**config.mk**
```make
export PLATFORM = sky130hd
export DESIGN_NAME = button_press_arbiter
export DESIGN_NICKNAME = d
export VERILOG_FILES = /design/src/rtl/button_press_arbiter.sv
export SDC_FILE = /design/constraint.sdc
export NUM_CORES = 1
export LEC_CHECK = 0
export CORE_MARGIN = 5
export CORE_UTILIZATION = 25
export DETAILED_ROUTE_END_ITERATION = 7
export PLACE_DENSITY = 0.39
export SYNTH_ARGS = -nofsm -noshare
export SYNTH_HDL_FRONTEND = slang
export SYNTH_SLANG_ARGS = --single-unit
```
**constraint.sdc**
```tcl
create_clock -name clk -period 3.6 [get_ports clk]
set_clock_uncertainty 0.1 [all_clocks]
set_input_delay 0.36 -clock clk [delete_from_list [all_inputs] [get_ports clk]]
set_output_delay 0.36 -clock clk [all_outputs]
set_load 0.1 [all_outputs]
```
**src/rtl/button_press_arbiter.sv**
```systemverilog
// Round-robin arbiter that buffers button press pulses in saturating
// per-button counters and issues them one at a time over valid/ready.
module button_press_arbiter #(
  parameter int NUM_BUTTONS   = 3,
  parameter int PENDING_WIDTH = 3
) (
  input  logic                   clk,
  input  logic                   rst,
  input  logic                   enable,
  input  logic [NUM_BUTTONS-1:0] press,
  output logic                   grant_valid,
  output logic [NUM_BUTTONS-1:0] grant,
  input  logic                   grant_ready,
  output logic                   pending_any,
  output logic [NUM_BUTTONS-1:0] overflow,
  input  logic                   overflow_clr
);

  localparam int PTR_W = $clog2(NUM_BUTTONS);
  localparam logic [PENDING_WIDTH-1:0] PMAX = {PENDING_WIDTH{1'b1}};

  typedef enum logic {IDLE, OFFER} state_t;

  state_t                   state;
  logic [PENDING_WIDTH-1:0] pending   [NUM_BUTTONS];
  logic [PENDING_WIDTH-1:0] pend_next [NUM_BUTTONS];
  logic [PTR_W-1:0]         ptr;
  logic [PTR_W-1:0]         gidx;
  logic [NUM_BUTTONS-1:0]   ovf_set;
  logic [NUM_BUTTONS-1:0]   hs_vec;
  logic [NUM_BUTTONS-1:0]   sel;
  logic [PTR_W-1:0]         sel_idx;
  logic                     found;
  int                       j;

  assign hs_vec = (grant_valid && grant_ready) ? grant : '0;

  // A same-cycle press and handshake on one button cancel out, even at max.
  always_comb begin
    ovf_set = '0;
    for (int i = 0; i < NUM_BUTTONS; i++) begin
      pend_next[i] = pending[i];
      if (press[i] && enable) begin
        if (!hs_vec[i]) begin
          if (pending[i] == PMAX) ovf_set[i] = 1'b1;
          else pend_next[i] = pending[i] + 1'b1;
        end
      end else if (hs_vec[i]) begin
        pend_next[i] = pending[i] - 1'b1;
      end
    end
  end

  always_comb begin
    pending_any = 1'b0;
    for (int i = 0; i < NUM_BUTTONS; i++)
      pending_any = pending_any | (pending[i] != '0);
  end

  // Search upward from ptr with wrap-around for the first pending button.
  always_comb begin
    sel     = '0;
    sel_idx = '0;
    found   = 1'b0;
    j       = 0;
    for (int k = 0; k < NUM_BUTTONS; k++) begin
      j = int'(ptr) + k;
      if (j >= NUM_BUTTONS) j = j - NUM_BUTTONS;
      if (!found && pending[j] != '0) begin
        found   = 1'b1;
        sel[j]  = 1'b1;
        sel_idx = PTR_W'(j);
      end
    end
  end

  always_ff @(posedge clk) begin
    if (rst) begin
      state       <= IDLE;
      grant_valid <= 1'b0;
      grant       <= '0;
      gidx        <= '0;
      ptr         <= '0;
      overflow    <= '0;
      for (int i = 0; i < NUM_BUTTONS; i++) pending[i] <= '0;
    end else begin
      for (int i = 0; i < NUM_BUTTONS; i++) pending[i] <= pend_next[i];
      overflow <= (overflow_clr ? '0 : overflow) | ovf_set;
      unique case (state)
        IDLE: begin
          if (enable && pending_any) begin
            grant       <= sel;
            gidx        <= sel_idx;
            grant_valid <= 1'b1;
            state       <= OFFER;
          end
        end
        OFFER: begin
          if (grant_ready) begin
            grant_valid <= 1'b0;
            grant       <= '0;
            if (gidx == PTR_W'(NUM_BUTTONS - 1)) ptr <= '0;
            else ptr <= gidx + PTR_W'(1);
            state       <= IDLE;
          end
        end
        default: state <= IDLE;
      endcase
    end
  end

endmodule

```
After elaboration in Yosys (flattened, before gate mapping). Memory sizes are Yosys's and may differ from the RTL's. Cells that the tools add are included.

Word-level logic and storage cells: 120. Memories: 1. Memory bits (writable): 9. Output and inout port bits: 8. Register bits after elaboration: 12. Input bits: 8.

Equality and inequality tests: 6. Bitwise logic cells: 9. Multiplexer cells: 56. $add $sub $neg: 12. Reductions and logical operators: 21. $lt $le $gt $ge: 9.

Memories: pending (depth 3, width 3, rd ports 6, clocked after memory_dff 0, write ports 3, line 25) `logic [PENDING_WIDTH-1:0] pending [NUM_BUTTONS];`.

Operator list (count): $ge 32x1->1 const B (3); $lt 32x4->1 const B (3); $mux 32 (3); $mux 3 (22); $mux 1 (21); $reduce_bool 3->1 (6); $logic_and 1x1->1 (10); $add 3x1->3 const B (3); $eq 3x3->1 const B (3); $or 3x3->3 (3); $sub 3x1->3 const B (3); $mux 2 (4); $sub 3x2->4 const B (2); $demux 1 s2 (3); $ge 3x2->1 const B (2); $pmux 3 s2 (1); $reduce_and 2->1 (3); $or 1x1->1 (5); $ne 2x2->1 const B (2); $pmux 1 s2 (2); $add 2x1->3 const B (1); $add 2x2->3 const B (1); $sub 2x2->3 const B (1); $add 2x1->2 const B (1); other kinds (4) (5).

Logic depth before layout (Yosys ltp).
Depth after elaboration: 13. Gate-level depth with buffers: 7. Mapped depth without buffers: 7.

Least setup slack after synthesis. OpenSTA, ideal clock, no wires.

Kind: reg-to-reg. From: register grant_valid. To: memory pending[1][2]. Setup time: 0.071 ns. Stages on the path, launching flop included: 5. Clock period less this slack: 2.169 ns. Path slack: 1.431 ns. Arrival: 1.999 ns. Buffers on the path: 0. Data required time: 3.429 ns. Cells stage by stage: dfxtp_1 -> nand3_1 -> or3_1 -> a21o_1 -> a21oi_1.

RTL lines: from (decl) (line 11) `output logic grant_valid,`; from (signal assigned) (line 80) `grant_valid <= 1'b0;`; from (signal assigned) (line 94) `grant_valid <= 1'b1;`; from (signal assigned) (line 100) `grant_valid <= 1'b0;`; to (decl) (line 25).

==> out/metrics.cfg <==
[synthesis]
synth_flop_cell = dfxtp_1
ys_ff_latch = 21
synth_area_per_cell_sq_um = 8.40
synth_commonest_cells = dfxtp_1 (21), nand3_1 (16), nor3_1 (15)
synth-adder-area-share = 0.0819
synthXorXnorAreaFrac = 0
synth_cell_types = 42
seq_area_frac_synth = 0.313
synth_edf_count = 0
synth_fp_nets = 175
ys_top_cells_by_area = dfxtp_1 (31%), nand3_1 (6.0%), nor3_1 (5.6%)
synth_compound_area_frac = 0.233
synth_mux_area_frac = 0.0158
synth_top_family_by_area = simple AND/OR/NAND/NOR gates
synthSimpleGateAreaFrac = 0.309
synth_area_sq_um = 1340
yosysTopAreaCell = dfxtp_1
async_reset_ff_frac = 0
yosysWarnings = 0
synthMostInstantiatedCell = dfxtp_1
syn_inst = 160
netlist.area_leader.share = 0.313

[sta]
maxSlewHeadroom = 0.348
final-hold-violation-count = 0
worst_slack_ns = 0.810
fin_crit_sh = 0.775
finalSetupViolations = 0
setup_tns_ns = 0
timing_worst_slew_pin_value_ns = 0.975
fin_crit_ns = 2.79
drv_slew = 0
holdWs_ns = 0.391
max_freq_mhz = 358
rsz0062_at_grt = false

[detailed_routing]
ant_nets = 0
viasPerCell = 5.04
vias = 1235
drt_wl_total_mm = 3.54
drc = 0
first_pass_iters = 4
avgRoutedWirePerCell_um = 14.4
drt_iter0_markers = 26

[floorplanning]
ios = 16
die_w_um = 83.3
initial_core_util = 0.260
dieArea_sq_um = 6940
row_count = 26
fp.coreArea_sq_um = 5170
die-height_um = 83.3

[placement]
placed_area_sq_um = 1570
hpwl_mm = 2.68
place_congestion = 0.832
pre_cts_slack_ns = 0.966
io_buffers = 15

[clock_tree]
cts.sinks = 21
root_buffer = clkbuf_8
cts_setup_buffers = 0
cts_max_level = 1
cts_resized = 0
cts_tree = built
clkTransAtPathRegs_ns = 0.08
cts_buffers = 3
worstSkewPairLatency_ns = 0.26
ctsLongestPathBuffers = 2
cts_hold_buffers = 0

[global_routing]
antenna_found_initial = 0
grt_pass1_vias = 1209
grt_pass1_wl_mm = 5.90
grt-ovfl-total = 0
grt.total_usage = 0.102
grt_max_degree = 22

[cells_and_area]
fin_nets = 191
n_antenna_cell = 0
layout-drive-gt1-share = 0.0629
synthToLayoutAreaGrowth_pct = 20.3
final_area_sq_um = 1620

[worst_setup_path]
worstPathMaxFanout = 8
startpoint_type = flop
critical_path_arrival_ns = 2.33
crit_type = reg2out
critPathRequiredTime_ns = 3.14
critPathCaptureType = output pin

[power]
p_per_area_nw_per_um2 = 398
leakagePower_nw = 0.547
peakVddDrop_mv = 0.193

[job]
maxCapViolCount = 0

[status]
status = finished, final reports clean

[worst_hold_path]
hp-class = reg2reg

## through the flow
stage	std cells	util	power (W)
floorplan	160	-	0.000434
global placement	241	0.304	0.000489
detailed placement	241	0.304	0.000489
CTS	245	0.313	0.000656
global route	245	0.313	0.000684
finish	245	0.313	0.000644
## where the power goes
| group | switching (W) | leakage, nW | total, W | internal (W) |
|---|---|---|---|---|
| clock network | 0.0000828 | 0.0255 | 0.000160 | 0.0000772 |
| logic | 0.000139 | 0.350 | 0.000210 | 0.0000710 |
| registers | 0.0000249 | 0.171 | 0.000274 | 0.000249 |
| total | 0.000246 | 0.547 | 0.000644 | 0.000397 |
## flip-flops by register name, indices dropped and copies added (netlist names)
| register | cells |
|---|---|
| pending | 9 |
| grant | 3 |
| overflow | 3 |
| gidx | 2 |
| ptr | 2 |
| grant_valid | 1 |
| state | 1 |
## worst paths after layout
path | from | endpoint | slack, ns | depth (start not counted)
setup / recovery | pending[2][0] | pending_any | 0.81 | 3
hold / removal | overflow[0] | overflow[0] | 0.39 | 2
setup reg to reg | ptr[0] | grant[0] | 1.39 | 6
hold reg to reg | overflow[0] | overflow[0] | 0.39 | 2
## cells by family (layout without fill, tap and decap cells)
kind of cell | after synthesis | count (layout)
multiplexers | 2 | 2
flip-flops | 21 | 21
adder cells (fa/ha/maj) | 7 | 7
buffers and inverters | 17 | 32
AO/OA/AOI/OAI | 39 | 39
AND/OR/NAND/NOR | 74 | 74
## metal layers
metal,GRT usage,up-vias,wire length [um]
met3,0.0178,4,82
met1,0.131,581,1770
met2,0.173,15,1660
li1,-,635,-
met5,0,-,0
met4,0.0297,0,29
## critical path, stage by stage (launching register included)
cell,delay [ns]
dfxtp_1,0.39
nor3_1,0.50
nand3_1,0.17
clkdlybuf4s50_1,1.01
## final cells by class
| class | count | area [sq um] |
|---|---|---|
| Tap cell | 70 | 87.6 |
| Inverter | 12 | 45.0 |
| Fill cell | 549 | 3560 |
| Sequential cell | 21 | 420 |
| Clock buffer | 3 | 41.3 |
| Clock inverter | 1 | 5.00 |
| Multi-Input combinational cell | 122 | 860 |
| Timing Repair Buffer | 16 | 158 |
## placed cells by master (no fill, tap or decap), drive strengths merged, types with 5 or more instances in the layout
cell type      netlist  routed
nor3                15      15
clkdlybuf4s50        0      15
nand2                5       5
inv                 12      12
or3                  6       6
dfxtp               21      21
a21oi               12      12
nand3               16      16
nor2                 8       8
Power figures use the tool's default switching activity.
